File: src/rtl/ex_muldiv_ctrl.sv
// Iterative RV32M multiply/divide sequencer for the EX stage: one shift-add or
// restoring-divide step per cycle, stalling the front of the pipe until done.
module ex_muldiv_ctrl #(
    parameter int XLEN = 32,
    parameter int ITER = 32
) (
    input  logic            clk,
    input  logic            rst,
    input  logic            req_valid,
    input  logic [2:0]      funct3,
    input  logic [XLEN-1:0] readData1,
    input  logic [XLEN-1:0] readData2,
    input  logic            flush,
    output logic            stall,
    output logic            result_valid,
    output logic [XLEN-1:0] result
);

    localparam int CW = $clog2(ITER);

    typedef enum logic [1:0] {S_IDLE, S_MUL, S_DIV, S_DONE} state_t;

    state_t              state_q, state_d;
    logic [CW-1:0]       cnt_q, cnt_d;
    logic [XLEN-1:0]     result_q, result_d;
    logic [2:0]          funct3_q, funct3_d;
    logic [XLEN-1:0]     b_mag_q, b_mag_d;
    logic                neg_a_q, neg_a_d;
    logic                neg_b_q, neg_b_d;
    logic [2*XLEN-1:0]   acc_q, acc_d;

    logic                a_sgn, b_sgn;
    logic [XLEN:0]       mul_sum;
    logic [2*XLEN-1:0]   mul_next, prod_fix;
    logic [XLEN:0]       div_trial;
    logic [2*XLEN-1:0]   div_next;
    logic [XLEN-1:0]     quot_fix, rem_fix;

    function automatic logic [XLEN-1:0] magnitude(input logic [XLEN-1:0] v, input logic is_signed);
        return (is_signed && v[XLEN-1]) ? (~v + 1'b1) : v;
    endfunction

    function automatic logic [XLEN-1:0] apply_sign(input logic [XLEN-1:0] v, input logic neg);
        return neg ? (~v + 1'b1) : v;
    endfunction

    // acc holds {hi, multiplier} for MUL and {remainder, dividend/quotient} for DIV
    always_comb begin
        mul_sum   = {1'b0, acc_q[2*XLEN-1:XLEN]} + (acc_q[0] ? {1'b0, b_mag_q} : '0);
        mul_next  = {mul_sum, acc_q[XLEN-1:1]};
        prod_fix  = (neg_a_q ^ neg_b_q) ? (~mul_next + 1'b1) : mul_next;
        div_trial = acc_q[2*XLEN-1:XLEN-1] - {1'b0, b_mag_q};
        div_next  = div_trial[XLEN] ? {acc_q[2*XLEN-2:0], 1'b0}
                                    : {div_trial[XLEN-1:0], acc_q[XLEN-2:0], 1'b1};
        quot_fix  = apply_sign(div_next[XLEN-1:0], neg_a_q ^ neg_b_q);
        rem_fix   = apply_sign(div_next[2*XLEN-1:XLEN], neg_a_q);
        a_sgn     = funct3[2] ? ~funct3[0] : (funct3[1:0] != 2'b11);
        b_sgn     = funct3[2] ? ~funct3[0] : ~funct3[1];
    end

    always_comb begin
        state_d  = state_q;
        cnt_d    = cnt_q;
        result_d = result_q;
        funct3_d = funct3_q;
        b_mag_d  = b_mag_q;
        neg_a_d  = neg_a_q;
        neg_b_d  = neg_b_q;
        acc_d    = acc_q;
        stall    = 1'b0;

        case (state_q)
            S_IDLE: begin
                stall = req_valid;
                if (req_valid) begin
                    funct3_d = funct3;
                    neg_a_d  = a_sgn & readData1[XLEN-1];
                    neg_b_d  = b_sgn & readData2[XLEN-1];
                    acc_d    = {{XLEN{1'b0}}, magnitude(readData1, a_sgn)};
                    b_mag_d  = magnitude(readData2, b_sgn);
                    cnt_d    = '0;
                    state_d  = funct3[2] ? S_DIV : S_MUL;
                    if (funct3[2] && readData2 == '0) begin
                        state_d  = S_DONE;
                        result_d = funct3[1] ? readData1 : '1;
                    end else if (funct3[2] && !funct3[0] &&
                                 readData1 == {1'b1, {(XLEN-1){1'b0}}} && readData2 == '1) begin
                        state_d  = S_DONE;
                        result_d = funct3[1] ? '0 : readData1;
                    end
                end
            end
            S_MUL: begin
                stall = 1'b1;
                acc_d = mul_next;
                cnt_d = cnt_q + 1'b1;
                if (cnt_q == CW'(ITER-1)) begin
                    state_d  = S_DONE;
                    result_d = (funct3_q[1:0] == 2'b00) ? prod_fix[XLEN-1:0]
                                                        : prod_fix[2*XLEN-1:XLEN];
                end
            end
            S_DIV: begin
                stall = 1'b1;
                acc_d = div_next;
                cnt_d = cnt_q + 1'b1;
                if (cnt_q == CW'(ITER-1)) begin
                    state_d  = S_DONE;
                    result_d = funct3_q[1] ? rem_fix : quot_fix;
                end
            end
            default: state_d = S_IDLE;
        endcase

        // A flush kills the op outright, including one being accepted this cycle
        if (flush) begin
            state_d  = S_IDLE;
            result_d = result_q;
            stall    = 1'b0;
        end
    end

    always_ff @(posedge clk) begin
        if (rst) begin
            state_q  <= S_IDLE;
            cnt_q    <= '0;
            result_q <= '0;
        end else begin
            state_q  <= state_d;
            cnt_q    <= cnt_d;
            result_q <= result_d;
        end
    end

    always_ff @(posedge clk) begin
        funct3_q <= funct3_d;
        b_mag_q  <= b_mag_d;
        neg_a_q  <= neg_a_d;
        neg_b_q  <= neg_b_d;
        acc_q    <= acc_d;
    end

    assign result_valid = (state_q == S_DONE);
    assign result       = result_q;

endmodule
File: config.mk
export PLATFORM = sky130hd
export DESIGN_NAME = ex_muldiv_ctrl
export DESIGN_NICKNAME = d
export VERILOG_FILES = /design/src/rtl/ex_muldiv_ctrl.sv
export SDC_FILE = /design/constraint.sdc
export NUM_CORES = 1
export LEC_CHECK = 0
export CAP_MARGIN = 10
export CORE_AREA = 2 2 213 215
export DETAILED_ROUTE_END_ITERATION = 8
export DIE_AREA = 0 0 215 217
export PLACE_DENSITY_LB_ADDON = 0.3
export REMOVE_ABC_BUFFERS = 1
export SYNTH_ARGS = -nofsm -noshare
export SYNTH_HDL_FRONTEND = slang
export SYNTH_SLANG_ARGS = --single-unit
File: constraint.sdc
create_clock -name clk -period 4.4 [get_ports clk]
set_input_delay 0.44 -clock clk [delete_from_list [all_inputs] [get_ports clk]]
set_output_delay 0.44 -clock clk [all_outputs]
set_load 0.1 [all_outputs]
==> results of run 1 <==
-- state kept, by name (all words and copies together) (netlist names) --
| name | flops |
|---|---|
| result | 32 |
| neg_a_q | 1 |
| acc_q | 64 |
| state_q | 2 |
| funct3_q | 2 |
| b_mag_q | 32 |
| cnt_q | 5 |
| neg_b_q | 1 |
-- synth_stat cells, types with 8 or more instances --
library cell  count  area share [%]
nor2_1          231             5.2
a21oi_1         208             6.3
nand2_1         204             4.6
clkbuf_1        134             3.0
o21ai_0         132             4.0
xnor2_1         111             5.9
edfxtp_1        100              18
inv_1            85             1.9
xor2_1           82             4.3
ha_1             75             5.6
nor3_1           65             2.0
a221oi_1         46             2.4
nand3_1          40             1.2
nor4_1           40             1.5
dfxtp_1          39             4.7
o211ai_1         36             1.6
a22oi_1          34             1.5
a211oi_1         33             1.5
nand4_1          32             1.2
a21o_1           29             1.3
maj3_1           27             1.6
o31ai_1          26             1.2
a31oi_1          23            0.87
or3_1            23            0.87
and2_1           19            0.72
o21a_1           19            0.86
and3_1           17            0.64
nand2b_1         17            0.64
mux2i_1          16            0.96
or2_2            15            0.56
or4_1            15            0.68
mux2_2           13            0.88
o41ai_1          12            0.63
buf_2            10            0.30
o221ai_1         10            0.53
nor2b_1           9            0.34
and4_1            8            0.42
o21ai_1           8            0.24
o22ai_1           8            0.30
-- power groups by stage --
| stage | sequential [uW] | clock [uW] | combinational (uW) |
|---|---|---|---|
| after floorplan | 1750 | 0 | 1800 |
| after global placement | 1710 | 0 | 3120 |
| after detailed placement | 1720 | 0 | 3140 |
| after CTS | 1690 | 1600 | 3180 |
| after global routing | 1700 | 1630 | 3550 |
| final | 1690 | 1570 | 3320 |
-- timing repair --
| action | CTS | global route |
|---|---|---|
| setup buffers | 1 | 7 |
| pin swaps | 3 | 25 |
| setup endpoints to repair | 17 | 25 |
| hold buffers | 0 | 0 |
| resized for setup | 17 | 62 |
-- cells by family after synthesis --
logic type      synth area share, %
simple gates                   22.6
mux                            1.85
flops                          22.8
compound gates                 29.6
xor+xnor                       10.2
buf+inv                        5.48
fa+ha+maj                      7.52
-- how the worst max path moves through the flow --
| stage | startpoint | endpoint | slack (ps) | cells after the start |
|---|---|---|---|---|
| final | acc_q[0] | result[30] | 8 | 16 |
| after CTS | acc_q[0] | result[30] | -20 | 16 |
| after detailed placement | acc_q[0] | result[30] | -270 | 16 |
| after global placement | acc_q[31] | result[29] | -280 | 17 |
| after floorplan | acc_q[31] | result[20] | -1590 | 18 |
| after global routing | acc_q[31] | result[28] | -190 | 18 |
-- critical path, stage by stage (launching register included) --
cell       delay [ps]
edfxtp_1          460
inv_2             130
buf_12            150
nor2_1             50
ha_1              350
o211a_2           170
a221o_2           420
a32oi_2           230
buf_4             170
o211ai_1          130
xor2_1            210
or3b_1            410
or4_4             450
o41a_1            390
a2111oi_4         250
o2111a_1          260
nor4b_2            50
-- cells in the final DEF (no fill, tap or decap), types with 16 or more instances in the layout --
cell type        instances
a211oi_1                28
a21o_1                  29
a21oi_1                200
a221oi_1                45
a22oi_1                 34
a31oi_1                 22
and2_1                  18
and3_1                  16
buf_4                  267
clkbuf_16               18
clkdlybuf4s50_1        103
dfxtp_1                 39
edfxtp_1               100
ha_1                    68
inv_1                   82
maj3_1                  27
mux2i_1                 16
nand2_1                203
nand2b_1                17
nand3_1                 40
nand4_1                 32
nor2_1                 228
nor3_1                  62
nor4_1                  37
o211ai_1                36
o21a_1                  17
o21ai_0                122
o31ai_1                 24
or3_1                   22
xnor2_1                109
xor2_1                  81
-- through the flow --
stage	util (%)	hold slack, ps	worst slack (ps)	instance area (um^2)
final	46.9	461	8.31	21000
after global routing	46.9	476	-192	21000
after CTS	46.2	462	-20.4	20700
after detailed placement	44.7	452	-269	20000
after global placement	44.7	445	-275	20000
after floorplan	-	430	-1590	16000
-- area by class of cell --
| cell class | count | area share [%] |
|---|---|---|
| multi-input combinational | 1833 | 58.7 |
| timing repair buffer | 378 | 15.2 |
| tap | 600 | 3.58 |
| clock inverter | 11 | 0.621 |
| sequential | 139 | 18.0 |
| inverter | 89 | 1.59 |
| clock buffer | 21 | 2.30 |
-- layer usage --
metal / global-route usage [%] / routed length [um] / up-vias
met1: 38.1 / 29300 / 9125
met4: 12.8 / 2890 / 0
met2: 48.2 / 32400 / 889
met3: 6.09 / 5700 / 157
met5: 0 / 0 / -
li1: - / - / 8804
==> results.txt, run 1 <==
status = completed
Synth Flop Type = edfxtp_1
core area = 44700 um^2
final hold vios = 0
Sw Share = 42.7%
Mapped Area = 16600 um^2
R2R setup slack = 8 ps
Fin Setup TNS = 0 ps
Sequential cell area = 3780 um^2
R2R Path Start = acc_q[0]
clock power share = 23.8%
Clk Latency, worst-skew pair = 500 ps
Post-synth EDFFs = 100
final worst-path cycle share = 99.8%
Mapped Cells = 2211
Sink Count = 139
CTS tree = built
Power, Total = 6580 uW
CTS Buffer Depth = 2
area grow syn2layout = 26.2%
Seq pwr share = 25.8%
vias in the first global route = 17952
f_max = 0.228 GHz
GPL Wtd Cong = 1.00
syn avg cell area = 7.51 um^2
CTS buffer count = 17
fin. max-slew vios = 0
share of cells above drive strength 1 = 17.4%
crit path time final = 4390 ps
MaxCap Viol Count = 0
CTS root buffer = clkbuf_16
P_leak = 0.00797 uW
synth warn = 0
Hold Crit Class = register to register
Crit Path Category = register to register
total die area = 46700 um^2
Pre-antenna DRT Iters = 6
FF-to-FF End = result[30]
peak supply drop = 0.256 mV
Min-Delay Startpoint = cnt_q[4]
relative slew slack = 33.1%
antenna violations before repair = 0
placed cells = 3031
logic gate share of total power = 50.4%
detailed-placement wirelength estimate = 55600 um
final wirelength = 70300 um
pwr dens = 314 nW/um^2
Fill cells = 4534
row count = 78
CP required = 4780 ps
Worst EP arrival = 4770 ps
gr usage total = 29.6%
CTS HTree Levels = 4
routed via count = 18975
Wirelength per Cell = 22.9 um
Async SR Flop Fraction = 0%
final setup vio count = 0
io pins = 105
Worst Max-Slew Pin Slew = 1000 ps
largest net degree at the start of global routing = 57
sequential share of the synthesized area = 22.8%
Port Buffers = 104
unrepaired setup endpoints after global routing = true
routed vias/inst = 6.18
Cell Int Power = 3770 uW
Initial Util = 37.2%
DRT antenna net count = 0
die width = 215 um
#FFs+latches synth = 139
skew final = 18.4 ps
drc violations = 0
Worst Setup Start Kind = register
WHS Path Cells = 2
CP endpoint kind = register
Synth cell types = 91
# diodes = 0
Worst Path Max Fanout = 14
GR Overflow Total = 0
Hold Path End = cnt_q[4]
P_sw = 2810 uW
Clk pin slew, worst setup/hold paths = 70 ps
reg2reg path depth = 16
iteration-0 DRC count of the detailed router = 2252
area occupied by multi-input gates = 12300 um^2
Final #Nets = 2606
Die Y = 217 um
Cell Count, Final, Fillers Out = 3071
first-pass GRT wire length = 106000 um
Note: power is estimated with default switching activity, not from simulation.
==> inputs of run 2 (changes only) <==
--- a/config.mk
+++ b/config.mk
@@ -9,6 +9,7 @@
 export CORE_AREA = 2 2 213 215
 export DETAILED_ROUTE_END_ITERATION = 8
 export DIE_AREA = 0 0 215 217
+export GPL_ROUTABILITY_DRIVEN = 0
 export PLACE_DENSITY_LB_ADDON = 0.3
 export REMOVE_ABC_BUFFERS = 1
 export SYNTH_ARGS = -nofsm -noshare
==> constraint.sdc (replaced) <==
create_clock -name clk -period 3.9 [get_ports clk]
set_input_delay 0.39 -clock clk [delete_from_list [all_inputs] [get_ports clk]]
set_output_delay 0.39 -clock clk [all_outputs]
set_load 0.1 [all_outputs]
==> results.txt, run 2 (synthesis gave the netlist of run 1 again) <==
CTS tree = built
MaxCap Viol Count = 0
Clk Latency, worst-skew pair = 480 ps
row count = 78
CTS HTree Levels = 4
Port Buffers = 104
peak supply drop = 0.369 mV
most frequent cells in the layout = buf_4, nor2_1, nand2_1
Initial Util = 37.2%
status = complete, but fails checks
drc violations = 0
Pre-antenna DRT Iters = 7
largest net degree at the start of global routing = 65
Final #Nets = 2925
pwr dens = 339 nW/um^2
gr usage total = 30.0%
Sink Count = 139
final worst-path cycle share = 109%
routed via count = 20687
iteration-0 DRC count of the detailed router = 2411
share of cells above drive strength 1 = 32.1%
detailed-placement wirelength estimate = 55300 um
cts hold-fix bufs = 0
post-route setup slack = -349 ps
unrepaired setup endpoints after global routing = true
first-pass GRT wire length = 110000 um
skew final = 13.5 ps
CP endpoint kind = register
Clk pin slew, worst setup/hold paths = 70 ps
antenna violations before repair = 2
max reg flops = 64
Worst Setup Start Kind = register
Crit Path Category = register to register
Worst Max-Slew Pin Slew = 1100 ps
final setup vio count = 21
crit path time final = 4250 ps
Fin Setup TNS = -3650 ps
Worst Path Max Fanout = 4
die width = 215 um
routed vias/inst = 6.10
failing checks = setup timing
WHS Path Cells = 2
DRT antenna net count = 0
final core occ = 55.1%
Wirelength per Cell = 21.5 um
area grow syn2layout = 48.2%
Hold Slack = 466 ps
Hold Crit Class = register to register
Die Y = 217 um
CP required = 4260 ps
total die area = 46700 um^2
core area = 44700 um^2
CTS root buffer = clkbuf_16
commonest non-fill, non-tap cell in the layout = buf_4
fin. max-slew vios = 0
f_max = 0.235 GHz
GR Overflow Total = 0
io pins = 105
CTS Buffer Depth = 2
CTS buffer count = 17
Fill cells = 4081
Worst EP arrival = 4610 ps
Largest Register = acc_q
reg2reg path depth = 13
final wirelength = 72800 um
relative slew slack = 26.4%
vias in the first global route = 19962
P_leak = 0.00981 uW
final hold vios = 0
[run 2: changes by cell type in the layout (fill, tap and decap cells not counted), sizes merged]
cell      previous run  this run
clkinvlp             0         2
diode                0         1
bufinv               2         0
clkbuf              21        23
buf                275       592
[run 2: metrics by stage]
stage / instance area (um^2) / power (uW) / std cells / setup slack, ps
2_1_floorplan: 16000 / 4000 / 2061 / -2090
5_1_grt: 24600 / 8700 / 3390 / -512
3_3_place_gp: 21900 / 5870 / 3283 / -563
3_5_place_dp: 21900 / 5940 / 3283 / -568
4_1_cts: 23500 / 7870 / 3361 / -313
6_report: 24600 / 8330 / 3391 / -349
[run 2: final timing paths]
check	slack (ps)	endpoint	from
hold reg to reg	470	result[7]	result[7]
setup reg to reg	-350	result[30]	acc_q[0]
setup / recovery	-350	result[30]	acc_q[0]
hold / removal	470	result[7]	result[7]
[run 2: critical path, cell delays in order (launching register included)]
cell and delay, ps:
edfxtp_1 450, nand2_1 120, inv_1 50, ha_1 280, a211o_1 290, a221o_2 400
a32oi_4 250, o211ai_1 200, xor2_1 210, or3b_4 420, or4_4 510, o41a_1 450
a2111o_1 330, nor4b_2 170
[run 2: layout make-up]
cell class                      count  area, um^2  share of cell area, %
Multi-Input combinational cell   1833       13400                   54.3
Timing Repair Buffer              697        5790                   23.5
Sequential cell                   139        3780                   15.4
Tap cell                          600         751                   3.05
Clock buffer                       21         493                   2.00
Inverter                           89         342                   1.39
Clock inverter                     11        80.1                  0.325
Antenna cell                        1        2.50                 0.0102
[run 2: timing repair]
action,4_1_cts,5_1_grt
pin swaps,75,75
gates cloned,1,2
buffers inserted,46,36
endpoints found under the setup margin,32,36
endpoints found under the hold margin,0,0
gates resized for setup,160,181
[run 2: per-layer routing]
layer,track usage (%),part of all wire (%),vias up
met5,0.417,0.015,-
met3,6.51,9.0,284
li1,-,-,9432
met4,19.5,6.9,2
met1,36.8,39,9873
met2,47.8,45,1096
[run 2: report_power, final]
group	leakage [uW]	switching [uW]	total, uW	internal, uW
combinational	0.00821	2650	4830	2180
clock	0.000281	734	1640	908
sequential	0.00132	126	1860	1740
total	0.00981	3510	8330	4820
